### src/rtl/pc_sequencer_pkg.sv
// pc_seq_pkg: shared types and constants for the program-counter sequencer.
//   - state_e   : FSM state encoding (also exported on the debug state port)
//   - iclass_e  : instruction class latched in DECODE and used in EXEC
//   - PC_*      : next-PC select encodings
//   - OPC_/EXT_ : opcode and extension fields that select LOAD/STOR/JCOND/BCOND
//   - CC_*      : branch condition codes held in instr[11:8]
//   - classify(): maps an IR word to its instruction class
package pc_seq_pkg;

    typedef enum logic [2:0] {
        ST_IDLE   = 3'd0,
        ST_FETCH  = 3'd1,
        ST_DECODE = 3'd2,
        ST_EXEC   = 3'd3,
        ST_MEM    = 3'd4,
        ST_WB     = 3'd5,
        ST_HALT   = 3'd6
    } state_e;

    typedef enum logic [2:0] {
        IC_ALU   = 3'd0,
        IC_LOAD  = 3'd1,
        IC_STOR  = 3'd2,
        IC_BCOND = 3'd3,
        IC_JCOND = 3'd4
    } iclass_e;

    localparam logic [1:0] PC_INC     = 2'b00;
    localparam logic [1:0] PC_IMM     = 2'b01;
    localparam logic [1:0] PC_MEMADDR = 2'b10;

    localparam logic [3:0] OPC_MEM   = 4'b0100;
    localparam logic [3:0] OPC_BCOND = 4'b1100;
    localparam logic [3:0] EXT_LOAD  = 4'b0000;
    localparam logic [3:0] EXT_STOR  = 4'b0100;
    localparam logic [3:0] EXT_JCOND = 4'b1100;

    localparam logic [3:0] CC_EQ = 4'b0000;
    localparam logic [3:0] CC_NE = 4'b0001;
    localparam logic [3:0] CC_CS = 4'b0010;
    localparam logic [3:0] CC_CC = 4'b0011;
    localparam logic [3:0] CC_HI = 4'b0100;
    localparam logic [3:0] CC_LS = 4'b0101;
    localparam logic [3:0] CC_GT = 4'b0110;
    localparam logic [3:0] CC_LE = 4'b0111;
    localparam logic [3:0] CC_FS = 4'b1000;
    localparam logic [3:0] CC_FC = 4'b1001;
    localparam logic [3:0] CC_LO = 4'b1010;
    localparam logic [3:0] CC_HS = 4'b1011;
    localparam logic [3:0] CC_LT = 4'b1100;
    localparam logic [3:0] CC_GE = 4'b1101;
    localparam logic [3:0] CC_UC = 4'b1110;
    localparam logic [3:0] CC_NV = 4'b1111;

    function automatic iclass_e classify(input logic [15:0] ir);
        iclass_e c;
        c = IC_ALU;
        if (ir[15:12] == OPC_MEM) begin
            case (ir[7:4])
                EXT_LOAD:  c = IC_LOAD;
                EXT_STOR:  c = IC_STOR;
                EXT_JCOND: c = IC_JCOND;
                default:   c = IC_ALU;
            endcase
        end else if (ir[15:12] == OPC_BCOND) begin
            c = IC_BCOND;
        end
        return c;
    endfunction

endpackage

### src/rtl/pc_sequencer_if.sv
// pc_sequencer_if: bundles the sequencer's control/status signals.
//   run, instr, flags (and stall when PC_SEQ_STALL_EN is defined) flow into the
//   sequencer; pc_en, pc_sel, ir_en, addr_sel, rf_we, mem_we, state and halted
//   flow out. modport master = sequencer side, slave = datapath side.
// Build option: `define PC_SEQ_STALL_EN adds the stall input.
interface pc_sequencer_if;

    logic        run;
    logic [15:0] instr;
    logic [4:0]  flags;
`ifdef PC_SEQ_STALL_EN
    logic        stall;
`endif
    logic        pc_en;
    logic [1:0]  pc_sel;
    logic        ir_en;
    logic        addr_sel;
    logic        rf_we;
    logic        mem_we;
    logic [2:0]  state;
    logic        halted;

`ifdef PC_SEQ_STALL_EN
    modport master (
        input  run, instr, flags, stall,
        output pc_en, pc_sel, ir_en, addr_sel, rf_we, mem_we, state, halted
    );
    modport slave (
        output run, instr, flags, stall,
        input  pc_en, pc_sel, ir_en, addr_sel, rf_we, mem_we, state, halted
    );
`else
    modport master (
        input  run, instr, flags,
        output pc_en, pc_sel, ir_en, addr_sel, rf_we, mem_we, state, halted
    );
    modport slave (
        output run, instr, flags,
        input  pc_en, pc_sel, ir_en, addr_sel, rf_we, mem_we, state, halted
    );
`endif

endinterface

### src/rtl/pc_sequencer_cond_eval.sv
// cond_eval: combinational branch-condition evaluator.
//   cond_i  [3:0] condition field from instr[11:8]
//   flags_i [4:0] PSR {C,L,F,Z,N}
//   taken_o       1 when the condition holds
module cond_eval
    import pc_seq_pkg::*;
(
    input  logic [3:0] cond_i,
    input  logic [4:0] flags_i,
    output logic       taken_o
);

    logic c_f, l_f, f_f, z_f, n_f;

    assign c_f = flags_i[4];
    assign l_f = flags_i[3];
    assign f_f = flags_i[2];
    assign z_f = flags_i[1];
    assign n_f = flags_i[0];

    always_comb begin
        taken_o = 1'b0;
        case (cond_i)
            CC_EQ:   taken_o = z_f;
            CC_NE:   taken_o = ~z_f;
            CC_CS:   taken_o = c_f;
            CC_CC:   taken_o = ~c_f;
            CC_HI:   taken_o = l_f;
            CC_LS:   taken_o = ~l_f;
            CC_LO:   taken_o = ~l_f & ~z_f;
            CC_HS:   taken_o = l_f | z_f;
            CC_GT:   taken_o = n_f;
            CC_LE:   taken_o = ~n_f;
            CC_LT:   taken_o = ~n_f & ~z_f;
            CC_GE:   taken_o = n_f | z_f;
            CC_FS:   taken_o = f_f;
            CC_FC:   taken_o = ~f_f;
            CC_UC:   taken_o = 1'b1;
            CC_NV:   taken_o = 1'b0;
            default: taken_o = 1'b0;
        endcase
    end

endmodule

### src/rtl/pc_sequencer.sv
// pc_sequencer: multi-cycle FETCH/DECODE/EXEC/MEM/WB control FSM driving the
// program counter, IR load, register-file write and memory write.
//   clk  : system clock
//   rst  : synchronous active-high reset
//   bus  : pc_sequencer_if.master (run/instr/flags in; strobes, state, halted out)
// Parameters: MEM_LAT (1..7) memory read latency, HALT_WORD stop encoding.
// Build option: `define PC_SEQ_STALL_EN adds bus.stall, which freezes the FSM and
// masks the four strobes for the cycle it is high.
//
// state  | meaning
// IDLE   | waiting for run
// FETCH  | instruction read, MEM_LAT cycles, ir_en on the last
// DECODE | classify IR, latch branch condition
// EXEC   | one-cycle execute, strobes depend on class
// MEM    | load data read, MEM_LAT cycles
// WB     | load write-back and PC increment
// HALT   | halted until reset
module pc_sequencer
    import pc_seq_pkg::*;
#(
    parameter int unsigned MEM_LAT   = 1,
    parameter logic [15:0] HALT_WORD = 16'hFFFF
) (
    input logic            clk,
    input logic            rst,
    pc_sequencer_if.master bus
);

    localparam logic [2:0] LAST_CNT = 3'(MEM_LAT - 1);

    state_e     state_q, state_d;
    logic [2:0] cnt_q, cnt_d;
    iclass_e    cls_q, cls_d;
    logic       taken_q, taken_d;
    logic       cond_taken;
    logic       stall;

    logic       pc_en_q,    pc_en_d;
    logic [1:0] pc_sel_q,   pc_sel_d;
    logic       ir_en_q,    ir_en_d;
    logic       addr_sel_q, addr_sel_d;
    logic       rf_we_q,    rf_we_d;
    logic       mem_we_q,   mem_we_d;
    logic       halted_q,   halted_d;

`ifdef PC_SEQ_STALL_EN
    assign stall = bus.stall;
`else
    assign stall = 1'b0;
`endif

    cond_eval u_cond_eval (
        .cond_i  (bus.instr[11:8]),
        .flags_i (bus.flags),
        .taken_o (cond_taken)
    );

    always_comb begin
        state_d = state_q;
        cnt_d   = cnt_q;
        cls_d   = cls_q;
        taken_d = taken_q;
        if (!stall) begin
            case (state_q)
                ST_IDLE: begin
                    cnt_d = '0;
                    if (bus.run) state_d = ST_FETCH;
                end
                ST_FETCH: begin
                    if (cnt_q == LAST_CNT) begin
                        cnt_d   = '0;
                        state_d = ST_DECODE;
                    end else begin
                        cnt_d = cnt_q + 3'd1;
                    end
                end
                ST_DECODE: begin
                    cls_d   = classify(bus.instr);
                    taken_d = cond_taken;
                    state_d = (bus.instr == HALT_WORD) ? ST_HALT : ST_EXEC;
                end
                ST_EXEC: begin
                    cnt_d = '0;
                    if (cls_q == IC_LOAD) state_d = ST_MEM;
                    else                  state_d = bus.run ? ST_FETCH : ST_IDLE;
                end
                ST_MEM: begin
                    if (cnt_q == LAST_CNT) begin
                        cnt_d   = '0;
                        state_d = ST_WB;
                    end else begin
                        cnt_d = cnt_q + 3'd1;
                    end
                end
                ST_WB: begin
                    cnt_d   = '0;
                    state_d = bus.run ? ST_FETCH : ST_IDLE;
                end
                ST_HALT: state_d = ST_HALT;
                default: state_d = ST_IDLE;
            endcase
        end
    end

    // Outputs are decoded from the upcoming state so they register together
    // with it and line up with the state they belong to.
    always_comb begin
        pc_en_d    = 1'b0;
        pc_sel_d   = PC_INC;
        ir_en_d    = 1'b0;
        addr_sel_d = 1'b0;
        rf_we_d    = 1'b0;
        mem_we_d   = 1'b0;
        halted_d   = 1'b0;
        case (state_d)
            ST_FETCH: ir_en_d = (cnt_d == LAST_CNT);
            ST_EXEC: begin
                case (cls_d)
                    IC_ALU: begin
                        rf_we_d = 1'b1;
                        pc_en_d = 1'b1;
                    end
                    IC_STOR: begin
                        addr_sel_d = 1'b1;
                        mem_we_d   = 1'b1;
                        pc_en_d    = 1'b1;
                    end
                    IC_BCOND: begin
                        pc_en_d  = 1'b1;
                        pc_sel_d = taken_d ? PC_IMM : PC_INC;
                    end
                    IC_JCOND: begin
                        pc_en_d  = 1'b1;
                        pc_sel_d = taken_d ? PC_MEMADDR : PC_INC;
                    end
                    IC_LOAD: addr_sel_d = 1'b1;
                    default: ;
                endcase
            end
            ST_MEM: addr_sel_d = 1'b1;
            ST_WB: begin
                addr_sel_d = 1'b1;
                rf_we_d    = 1'b1;
                pc_en_d    = 1'b1;
            end
            ST_HALT: halted_d = 1'b1;
            default: ;
        endcase
    end

    always_ff @(posedge clk) begin
        if (rst) begin
            state_q    <= ST_IDLE;
            cnt_q      <= '0;
            cls_q      <= IC_ALU;
            taken_q    <= 1'b0;
            pc_en_q    <= 1'b0;
            pc_sel_q   <= PC_INC;
            ir_en_q    <= 1'b0;
            addr_sel_q <= 1'b0;
            rf_we_q    <= 1'b0;
            mem_we_q   <= 1'b0;
            halted_q   <= 1'b0;
        end else begin
            state_q    <= state_d;
            cnt_q      <= cnt_d;
            cls_q      <= cls_d;
            taken_q    <= taken_d;
            pc_en_q    <= pc_en_d;
            pc_sel_q   <= pc_sel_d;
            ir_en_q    <= ir_en_d;
            addr_sel_q <= addr_sel_d;
            rf_we_q    <= rf_we_d;
            mem_we_q   <= mem_we_d;
            halted_q   <= halted_d;
        end
    end

    // A stalled cycle keeps its registered strobes for when the stall lifts,
    // but must not let them act while frozen.
    assign bus.pc_en    = pc_en_q  & ~stall;
    assign bus.ir_en    = ir_en_q  & ~stall;
    assign bus.rf_we    = rf_we_q  & ~stall;
    assign bus.mem_we   = mem_we_q & ~stall;
    assign bus.pc_sel   = pc_sel_q;
    assign bus.addr_sel = addr_sel_q;
    assign bus.state    = state_q;
    assign bus.halted   = halted_q;

endmodule
### src/flat_wrapper.sv
// flat-port wrapper written by rule: the top's interface ports become plain ports
module pc_sequencer_flat import pc_seq_pkg::*;
#(
    parameter int unsigned MEM_LAT   = 1,
    parameter logic [15:0] HALT_WORD = 16'hFFFF
)
  (clk, rst, bus_run, bus_instr, bus_flags, bus_pc_en, bus_pc_sel, bus_ir_en, bus_addr_sel, bus_rf_we, bus_mem_we, bus_state, bus_halted);
  pc_sequencer_if bus_i ();
  input logic clk;
  input logic rst;
  input wire logic [$bits(bus_i.run)-1:0] bus_run;
  input wire logic [$bits(bus_i.instr)-1:0] bus_instr;
  input wire logic [$bits(bus_i.flags)-1:0] bus_flags;
  output wire logic [$bits(bus_i.pc_en)-1:0] bus_pc_en;
  output wire logic [$bits(bus_i.pc_sel)-1:0] bus_pc_sel;
  output wire logic [$bits(bus_i.ir_en)-1:0] bus_ir_en;
  output wire logic [$bits(bus_i.addr_sel)-1:0] bus_addr_sel;
  output wire logic [$bits(bus_i.rf_we)-1:0] bus_rf_we;
  output wire logic [$bits(bus_i.mem_we)-1:0] bus_mem_we;
  output wire logic [$bits(bus_i.state)-1:0] bus_state;
  output wire logic [$bits(bus_i.halted)-1:0] bus_halted;
  assign bus_i.run = bus_run;
  assign bus_i.instr = bus_instr;
  assign bus_i.flags = bus_flags;
  assign bus_pc_en = bus_i.pc_en;
  assign bus_pc_sel = bus_i.pc_sel;
  assign bus_ir_en = bus_i.ir_en;
  assign bus_addr_sel = bus_i.addr_sel;
  assign bus_rf_we = bus_i.rf_we;
  assign bus_mem_we = bus_i.mem_we;
  assign bus_state = bus_i.state;
  assign bus_halted = bus_i.halted;
  pc_sequencer #(.MEM_LAT(MEM_LAT), .HALT_WORD(HALT_WORD)) u_core (.clk(clk), .rst(rst), .bus(bus_i));
endmodule
### config.mk
export PLATFORM = sky130hd
export DESIGN_NAME = pc_sequencer_flat
export DESIGN_NICKNAME = d
export VERILOG_FILES = /design/src/rtl/pc_sequencer_pkg.sv /design/src/rtl/pc_sequencer_if.sv /design/src/rtl/pc_sequencer_cond_eval.sv /design/src/rtl/pc_sequencer.sv /design/src/flat_wrapper.sv
export SDC_FILE = /design/constraint.sdc
export NUM_CORES = 1
export LEC_CHECK = 0
export BUFFER_PORTS_ARGS = -buffer_cell sky130_fd_sc_hd__buf_4
export CAP_MARGIN = 20
export CORE_AREA = 3 3 51 53
export CTS_CLUSTER_SIZE = 28
export DETAILED_ROUTE_END_ITERATION = 16
export DIE_AREA = 0 0 54 56
export GPL_ROUTABILITY_DRIVEN = 0
export PLACE_DENSITY_LB_ADDON = 0.15
export REMOVE_ABC_BUFFERS = 1
export SYNTH_ARGS = -nofsm -noshare
export SYNTH_HDL_FRONTEND = slang
export SYNTH_SLANG_ARGS = --single-unit
export TNS_END_PERCENT = 30
### constraint.sdc
create_clock -name clk -period 3.31 [get_ports clk]
set_input_delay 0.662 -clock clk [delete_from_list [all_inputs] [get_ports clk]]
set_output_delay 0.662 -clock clk [all_outputs]
set_load 0.02 [all_outputs]
== Yosys cells after proc, flatten, opt, wreduce, memory -nomap -nowiden ==
Cells that the tools add are included.
Word-level totals
  logic and storage cells: 98
  input bits: 24
  memories: 0
  latch bits: 0
  output and inout port bits: 11
  RAM bits: 0
  register bits: 18
  ROM bits: 0
Operators by class
  shift-type cells: 0
  $lt $le $gt $ge: 0
  bitwise operators: 11
  divide/modulo/power cells: 0
  equal/unequal tests: 36
  $add $sub $neg: 1
  reduce and logical (&&, ||, !) cells: 13
  muxes and demuxes: 26
  multipliers: 0
Operators with widths (number)
  == test 4 bit, second input constant: 10
  == test 4 x 3 -> 1 bit, second input constant: 6
  two-way mux 3 bit: 8
  == test 3 bit, second input constant: 7
  case mux 3 bit (7 select lines): 1
  == test 16 bit, second input constant: 1
  case mux 1 bit (16 select lines): 1
  == test 3 x 2 -> 1 bit, second input constant: 5
  == test 3 x 1 -> 1 bit, second input constant: 4
  zero test 3 bit: 4
  OR reduction 2 bit: 5
  case mux 3 bit (3 select lines): 1
  == test 4 x 2 -> 1 bit, second input constant: 2
  zero test 4 bit: 2
  two-way mux 1 bit: 8
  inverter 1 bit: 7
  case mux 1 bit (2 select lines): 3
  case mux 3 bit (2 select lines): 1
  == test 4 x 1 -> 1 bit, second input constant: 1
  two-way mux 2 bit: 2
  case mux 2 bit (2 select lines): 1
  OR reduction 4 bit: 1
  adder 3 x 1 -> 3 bit, second input constant: 1
  OR reduction 3 bit: 1
  other kinds (2): 4

== Depth between registers and ports, before layout ==
Gate-level depths: netlist of the first run.
  depth after elaboration: 8
  depth in mapped cells: 7
  gate-level depth less buffers: 7

== By module ==
From an unflattened synthesis of the first run, not the netlist that was laid out.
Second synthesis, totals
  cell total of the unflattened synthesis: 119
  area, all modules: 1042.2 um^2
Modules (own cells, without submodules)
  pc_sequencer: cells an instance 108, area each 960.9 um^2, sequential area each 360.3 um^2, instances 1
  cond_eval: cells an instance 11, area each 81.3 um^2, sequential area each 0.0 um^2, instances 1

== Worst setup path before layout of the first run ==
OpenSTA, ideal clock, no wires.
  kind: input to register
  start: input port bus_instr[11]
  end: register u_core.ir_en_q (netlist: u_core.bus.ir_en)
  stages: 6
  slack: 1.233 ns
  setup time: 0.130 ns
  required time: 3.180 ns
  arrival time: 1.947 ns
  cell sequence: buf_2 -> nand3_1 -> nor4_1 -> a41oi_2 -> o21bai_1 -> nor4_1
On the way
  word-level cells in the longest chain between the ends: 6
RTL lines
  from (decl): line flat_wrapper.sv:12  | input wire logic [$bits(bus_i.instr)-1:0] bus_instr;
  == test 16 bit: line pc_sequencer.sv:80  | state_d = (bus.instr == HALT_WORD) ? ST_HALT : ST_EXEC;
  two-way mux 3 bit: line pc_sequencer.sv:80
  case mux 3 bit (7 select lines): line pc_sequencer.sv:64  | case (state_q)
  == test 3 x 1 -> 1 bit: line pc_sequencer.sv:115  | case (state_d)
  inverter 1 bit (no line)
  OR reduction 2 bit (no line)
  to (signal assigned): line pc_sequencer.sv:171  | ir_en_q <= ir_en_d;
  to (decl): line pc_sequencer.sv:40  | logic ir_en_q, ir_en_d;
No other way between the ends.
A chain may end at the register's enable or synchronous reset.

== Worst setup path after layout of the first run ==
  start: register u_core.state_q[1] (netlist: u_core.bus.state[1])
  end: register u_core.rf_we_q (netlist: u_core.bus.rf_we)
On the way
  word-level cells in the longest chain between the ends: 5
RTL lines
  from (decl): line pc_sequencer.sv:31  | state_e state_q, state_d;
  from (signal assigned): line pc_sequencer.sv:165  | state_q <= state_d;
  branches (longest 4 deep; another with case mux 3 bit (7 select lines))
  case mux 1 bit (2 select lines) *: line pc_sequencer.sv:115
  to (signal assigned): line pc_sequencer.sv:173  | rf_we_q <= rf_we_d;
  to (decl): line pc_sequencer.sv:42  | logic rf_we_q, rf_we_d;
Every way passes the cells marked *.

==> summary.txt, run 1 <==
Global route
  – GRT overflow: 0
  – Vias in the first global route: 1022
  – First-pass GRT wire length: 4353 µm
  – Gr usage total: 18.83%
  – Initial antenna violation count: 0
  – Largest net degree at the start of global routing: 15

STA
  – Max transition margin: 62.81%
  – Clock skew: 0.004154 ns
  – Tmin final: 2.205 ns
  – Fin crit share: 66.63%
  – Setup violators final: 0
  – Max Slew Vio Count: 0
  – Setup ws final: 1.105 ns
  – RSZ-0062 raised after global routing: false
  – Final TNS setup: 0 ns
  – Final hold vios: 0
  – Fmax: 453.4 MHz
  – Least-Margin Pin Slew: 0.5528 ns

Layout
  – Fillers: 177
  – Final Core Density: 66.19%
  – Register area: 360.3 µm²
  – # diodes: 0
  – Fin nets: 196
  – Final Non-Filler Cells: 197
  – Layout area overhead: 23.17%
  – Multi-input gate area: 740.7 µm²
  – Share of cells above drive strength 1: 26.63%

Worst setup path
  – Crit path DAT: 2.44 ns
  – CP Class: reg -> reg
  – Critical path's largest stage delay: 0.59 ns
  – Crit start category: register
  – Req. time, crit path: 3.55 ns
  – Start point of the critical path: u_core.bus.state[1]
  – Crit-path max FO: 14
  – CP Cell Sequence: or3b_1 -> nand2_2 -> nand4_2 -> or4b_4 -> a21oi_2
  – FF-to-FF Start: u_core.bus.state[1]
  – Slowest library cell on the worst path: dfxtp_1
  – Crit path capture type: register
  – Worst Path Buf+Inv: 0
  – Largest delay share family, worst path: simple AND/OR/NAND/NOR gates

Status
  – Status: completed

Clock tree
  – CTS Root Cell: clkbuf_4
  – Hold_buf cts: 0
  – Post_cts resized: 0
  – Clock sink count: 18
  – H-tree lvl count: 1
  – CTS tree: done
  – CTS Buffer Depth: 2
  – Postcts setup bufs: 0
  – Clock-pin slew on the worst setup and hold paths: 0.10 ns
  – Clk_lat worst skew: 0.30 ns
  – Num CTS Buffers: 3

Route
  – Post-route ant nets: 0
  – Routed WL per cell: 14.08 µm
  – Vias/cell: 5.985
  – DR vias: 1179
  – First drt pass iteration count: 4
  – DRC: 0
  – Total Wirelength: 2773 µm
  – First-iteration detailed-routing DRC count: 31

Min path
  – HP Start: u_core.taken_q
  – Hold WC Path Type: reg -> reg

Logic synthesis
  – Most used DFF post-synth: dfxtp_1
  – Synth Register Bits: 18
  – Top area cells in the synthesized netlist: dfxtp_1, a21oi_1, nand2b_1
  – Yosys cell types: 53
  – Post-synth EDFFs: 0
  – Synth warn: 0
  – Syn Area/Cell: 8.410 µm²
  – Cell accounting for the most synthesized area: dfxtp_1
  – Top cell type's share of synthesized area: 30.61%
  – Post-Syn Area: 0.001177 mm²
  – Asr flop ratio synth: 0%
  – Cells after Synth: 140
  – Seq/Total Area, Yosys: 30.61%

Place
  – DPL Wire Length: 2186 µm
  – Pre-CTS WS: 1.068 ns
  – PortBufs: 34
  – DP Cell Count: 193

Power and ir drop
  – Peak supply drop: 268.6 µV
  – Power per Cell Area: 333.8 mW/mm²
  – Pwr Total: 0.0004841 W
  – LEAKAGE: 0.6042 nW

Die
  – Core area: 0.002191 mm²
  – Die X: 54 µm
  – Die Ht: 56 µm
  – Placement Rows: 17
  – # IOs: 35
  – Initial cell density of the core: 53.74%
  – Die ar.: 0.003024 mm²

Flow run
  – Max Cap Viol: 0
area by class of cell:
class / count / share of cell area [%]
clock buffers: 4 / 2.502
flip-flops and latches: 18 / 24.85
inverters: 6 / 1.553
repair buffers: 34 / 17.60
multi-input cells: 107 / 51.08
well taps: 28 / 2.416
kinds of logic (layout without fill, tap and decap cells):
logic type               Yosys count  after routing  synth area share (%)
adder cells (fa/ha/maj)            2              2                 2.125
AND/OR/NAND/NOR                   61             61                 32.94
AO/OA/AOI/OAI                     40             40                 24.55
buffers and inverters             15             44                 6.482
multiplexers                       3              3                 2.551
flip-flops                        18             18                 30.61
XOR/XNOR                           1              1                0.7440
layout by cell type (no fill, tap or decap), types with 2 or more instances in the layout:
cell type  count
clkbuf_4       3
nor3_1         2
o21ai_0        4
inv_1          6
o22ai_1        3
nor2_1        10
nand4_1        4
nand2b_1       6
nand3_1        3
buf_4         34
nand2_1        6
o211a_1        2
dfxtp_1       18
nor2b_1        2
nor4bb_1       2
mux2i_1        3
nor3b_1        5
o2111ai_1      2
nand2_2        2
and2_1         3
nor4b_1        2
a31oi_1        2
ha_1           2
o211ai_1       3
nor4_1         4
a21oi_1        9
cells in the mapped netlist, types with 2 or more instances:
| cell type | instances |
|---|---|
| dfxtp_1 | 18 |
| nor2_1 | 10 |
| a21oi_1 | 9 |
| inv_1 | 6 |
| nand2_1 | 6 |
| nand2b_1 | 6 |
| nor3b_1 | 5 |
| buf_2 | 4 |
| nand4_1 | 4 |
| nor4_1 | 4 |
| o21ai_0 | 4 |
| and2_1 | 3 |
| clkbuf_1 | 3 |
| mux2i_1 | 3 |
| nand3_1 | 3 |
| o211ai_1 | 3 |
| o22ai_1 | 3 |
| a31oi_1 | 2 |
| buf_6 | 2 |
| ha_1 | 2 |
| nand2_2 | 2 |
| nor2b_1 | 2 |
| nor3_1 | 2 |
| nor4b_1 | 2 |
| nor4bb_1 | 2 |
| o2111ai_1 | 2 |
| o211a_1 | 2 |
worst paths after layout:
path / to / slack, ns / cells past startpoint
hold / removal: u_core.bus.pc_sel[0] / 0.51 / 2
hold reg to reg: u_core.bus.pc_sel[0] / 0.51 / 2
setup / recovery: u_core.bus.rf_we / 1.10 / 5
setup reg to reg: u_core.bus.rf_we / 1.10 / 5
sequential cells by signal, summed over array words and instances, names as in the netlist:
name and flops:
u_core.bus.state 3, u_core.cls_q 3, u_core.cnt_q 3, u_core.bus.pc_sel 2
u_core.bus.addr_sel 1, u_core.bus.halted 1, u_core.bus.ir_en 1, u_core.bus.mem_we 1
u_core.bus.pc_en 1, u_core.bus.rf_we 1, u_core.taken_q 1
worst register-to-register path, stage by stage (launching register included):
cell and delay [ns]:
dfxtp_1 0.59, or3b_1 0.56, nand2_2 0.18, nand4_2 0.12, or4b_4 0.54, a21oi_2 0.16
layer usage:
| metal | track usage (%) | wire length (µm) |
|---|---|---|
| met1 | 23.14 | 1156 |
| met2 | 31.49 | 1438 |
| met3 | 4.021 | 120 |
| met4 | 6.406 | 58 |
| met5 | 0 | 0 |
power by group:
group	internal [W]	total, W	switching (W)	leakage (nW)
sequential	0.000224	0.000234	0.00000972	0.146
clock	0.0000672	0.000136	0.0000683	0.0210
combinational	0.0000551	0.000115	0.0000599	0.437
per-stage QoR:
step	hold WS, ns	cell area, µm²
floorplan	0.4594	1124
global placement	0.4862	1414
detailed placement	0.4998	1414
CTS	0.5131	1450
global route	0.5466	1450
finish	0.5054	1450
Note: power is estimated with default switching activity, not from simulation.
==> inputs of run 2 (changes only) <==
--- a/config.mk
+++ b/config.mk
@@ -7,10 +7,10 @@
 export LEC_CHECK = 0
 export BUFFER_PORTS_ARGS = -buffer_cell sky130_fd_sc_hd__buf_4
 export CAP_MARGIN = 20
-export CORE_AREA = 3 3 51 53
+export CORE_AREA = 3 3 53 55
 export CTS_CLUSTER_SIZE = 28
 export DETAILED_ROUTE_END_ITERATION = 16
-export DIE_AREA = 0 0 54 56
+export DIE_AREA = 0 0 56 58
 export GPL_ROUTABILITY_DRIVEN = 0
 export PLACE_DENSITY_LB_ADDON = 0.15
 export REMOVE_ABC_BUFFERS = 1
==> constraint.sdc (replaced) <==
create_clock -name clk -period 2.2 [get_ports clk]
set_input_delay 0.44 -clock clk [delete_from_list [all_inputs] [get_ports clk]]
set_output_delay 0.44 -clock clk [all_outputs]
set_load 0.02 [all_outputs]
==> run 2 against run 1 <==
  * Fmax is 14% higher
  * Critical path depth did not move
  * Sequential power grew 45%
  * First-iteration DRC count fell by 3.2%
  * Hold slack got worse by 0.11 ns
  * Clock power grew 14%
  * Routed wire length grew 2.4%
  * Critical path type unchanged
  * Cell count grew 2.5%
  * Highest routed layer unchanged
  * Design area increased by 1.5%
  * Power grew 43%
  * Via count is 1.3% higher
  * Count of clock-buffer cells in the layout decreased by 1
==> summary.txt, run 2 (synthesis gave the netlist of run 1 again) <==
Clock tree
  – CTS tree: done
  – Clk_lat worst skew: 0.29 ns
  – Clock-pin slew on the worst setup and hold paths: 0.09 ns
  – H-tree lvl count: 1
  – Hold_buf cts: 0
  – Num CTS Buffers: 3
  – Clock sink count: 18
  – CTS Root Cell: clkbuf_4
  – CTS Buffer Depth: 2

Power and ir drop
  – Power per Cell Area: 469.8 mW/mm²
  – Pwr Total: 0.0006913 W
  – LEAKAGE: 0.6205 nW
  – Peak supply drop: 372.9 µV

Global route
  – Initial antenna violation count: 0
  – GRT overflow: 0
  – First-pass GRT wire length: 4671 µm
  – Largest net degree at the start of global routing: 14
  – Vias in the first global route: 1100
  – Gr usage total: 17.76%

Worst setup path
  – Crit path DAT: 2.11 ns
  – FF-to-FF Start: u_core.bus.state[2]
  – Largest delay share family, worst path: compound AO/OA/AOI/OAI gates
  – R2r setup slk: 0.27 ns
  – CP Cell Sequence: nor4bb_1 -> a221oi_1 -> o21ai_0 -> o2111ai_1 -> a2111oi_1
  – Crit-path max FO: 11
  – Register-to-Register Path Depth: 5
  – Crit start category: register
  – Worst Path Buf+Inv: 0
  – Start point of the critical path: u_core.bus.state[2]
  – Crit path capture type: register
  – Slowest library cell on the worst path: dfxtp_1
  – Req. time, crit path: 2.37 ns
  – Critical path's largest stage delay: 0.51 ns
  – CP Class: reg -> reg
  – RR Endpoint: u_core.bus.pc_sel[1]

Layout
  – Leading cell types in the layout, fill and taps excluded: buf_4, dfxtp_1, nor2_1
  – Leading cell type in the layout, fill and taps excluded: buf_4
  – # diodes: 0
  – Share of cells above drive strength 1: 28.49%
  – Fin nets: 200
  – Layout area overhead: 24.97%

Route
  – DR vias: 1194
  – Total Wirelength: 2839 µm
  – Vias/cell: 5.911
  – First-iteration detailed-routing DRC count: 30
  – DRC: 0
  – First drt pass iteration count: 5
  – Routed WL per cell: 14.05 µm
  – Post-route ant nets: 0

Die
  – Die Ht: 58 µm
  – Placement Rows: 18
  – Die ar.: 0.003248 mm²
  – Initial cell density of the core: 48.41%
  – Core area: 0.002432 mm²
  – # IOs: 35
  – Die X: 56 µm

STA
  – Setup violators final: 0
  – Fmax: 517.7 MHz
  – Final TNS setup: 0 ns
  – Max transition margin: 69.92%
  – RSZ-0062 raised after global routing: false
  – Least-Margin Pin Slew: 0.4492 ns
  – Fin crit share: 87.80%
  – Max Slew Vio Count: 0
  – Final hold vios: 0
  – Clock skew: 0.003901 ns
  – Tmin final: 1.932 ns

Min path
  – Worst hold stages: 2
  – HP Start: rst
  – Min-Delay Endpoint: u_core.cnt_q[2]
  – Hold WC Path Type: in -> reg

Place
  – PortBufs: 34
  – DPL Wire Length: 2216 µm

Flow run
  – Max Cap Viol: 0

Status
  – Status: completed
run 2: changes by cell type in the layout (fill, tap and decap cells not counted), sizes merged:
cell    previous run  this run
clkbuf             4         3
buf               34        38
run 2: metal layers:
layer  global-route usage, %  part of all wire, %
met4                   6.441                 0.99
met2                   31.22                   51
met3                   4.232                  4.2
met1                   21.15                   44
met5                       0                    0
run 2: timing repair:
item | CTS | global route
endpoints found under the hold margin | 0 | 0
setup endpoints to repair | 0 | 1
resized for setup | 0 | 1
buffers inserted | 0 | 0
run 2: worst register-to-register path: stages, from the launching register on:
cell and delay [ns]:
dfxtp_1 0.51, nor4bb_1 0.34, a221oi_1 0.08, o21ai_0 0.29, o2111ai_1 0.20, a2111oi_1 0.40
run 2: through the flow:
step                area, µm²  instances  worst slack (ns)  util (%)  hold slack [ns]
floorplan                1124        131            0.1337         -           0.4594
global placement         1446        199            0.2616     59.47           0.4825
detailed placement       1446        199            0.2470     59.47           0.4840
CTS                      1469        202            0.2091     60.39           0.3986
global route             1471        202         0.0002196     60.49           0.3855
finish                   1471        202            0.2684     60.49           0.3995
run 2: how the worst max path moves through the flow:
stage / slack (ns) / end / depth (start not counted)
final: 0.27 / u_core.bus.pc_sel[1] / 5
after global routing: 0.0002 / u_core.bus.pc_sel[1] / 5
after CTS: 0.21 / u_core.bus.pc_sel[1] / 4
after detailed placement: 0.25 / u_core.bus.rf_we / 5
after global placement: 0.26 / u_core.bus.pc_sel[1] / 4
after floorplan: 0.13 / u_core.bus.rf_we / 5
run 2: area by class of cell:
cell class / instances / area [µm²]
tap: 30 / 37.54
fill: 236 / 960.9
inverter: 6 / 22.52
timing repair buffer: 38 / 285.3
sequential: 18 / 360.3
multi-input combinational: 107 / 743.2
clock buffer: 3 / 22.52
run 2: power breakdown:
part | internal (W) | total (W) | switching, W
sequential | 0.000337 | 0.000340 | 0.00000347
clock | 0.0000637 | 0.000155 | 0.0000917
combinational | 0.0000923 | 0.000196 | 0.000103
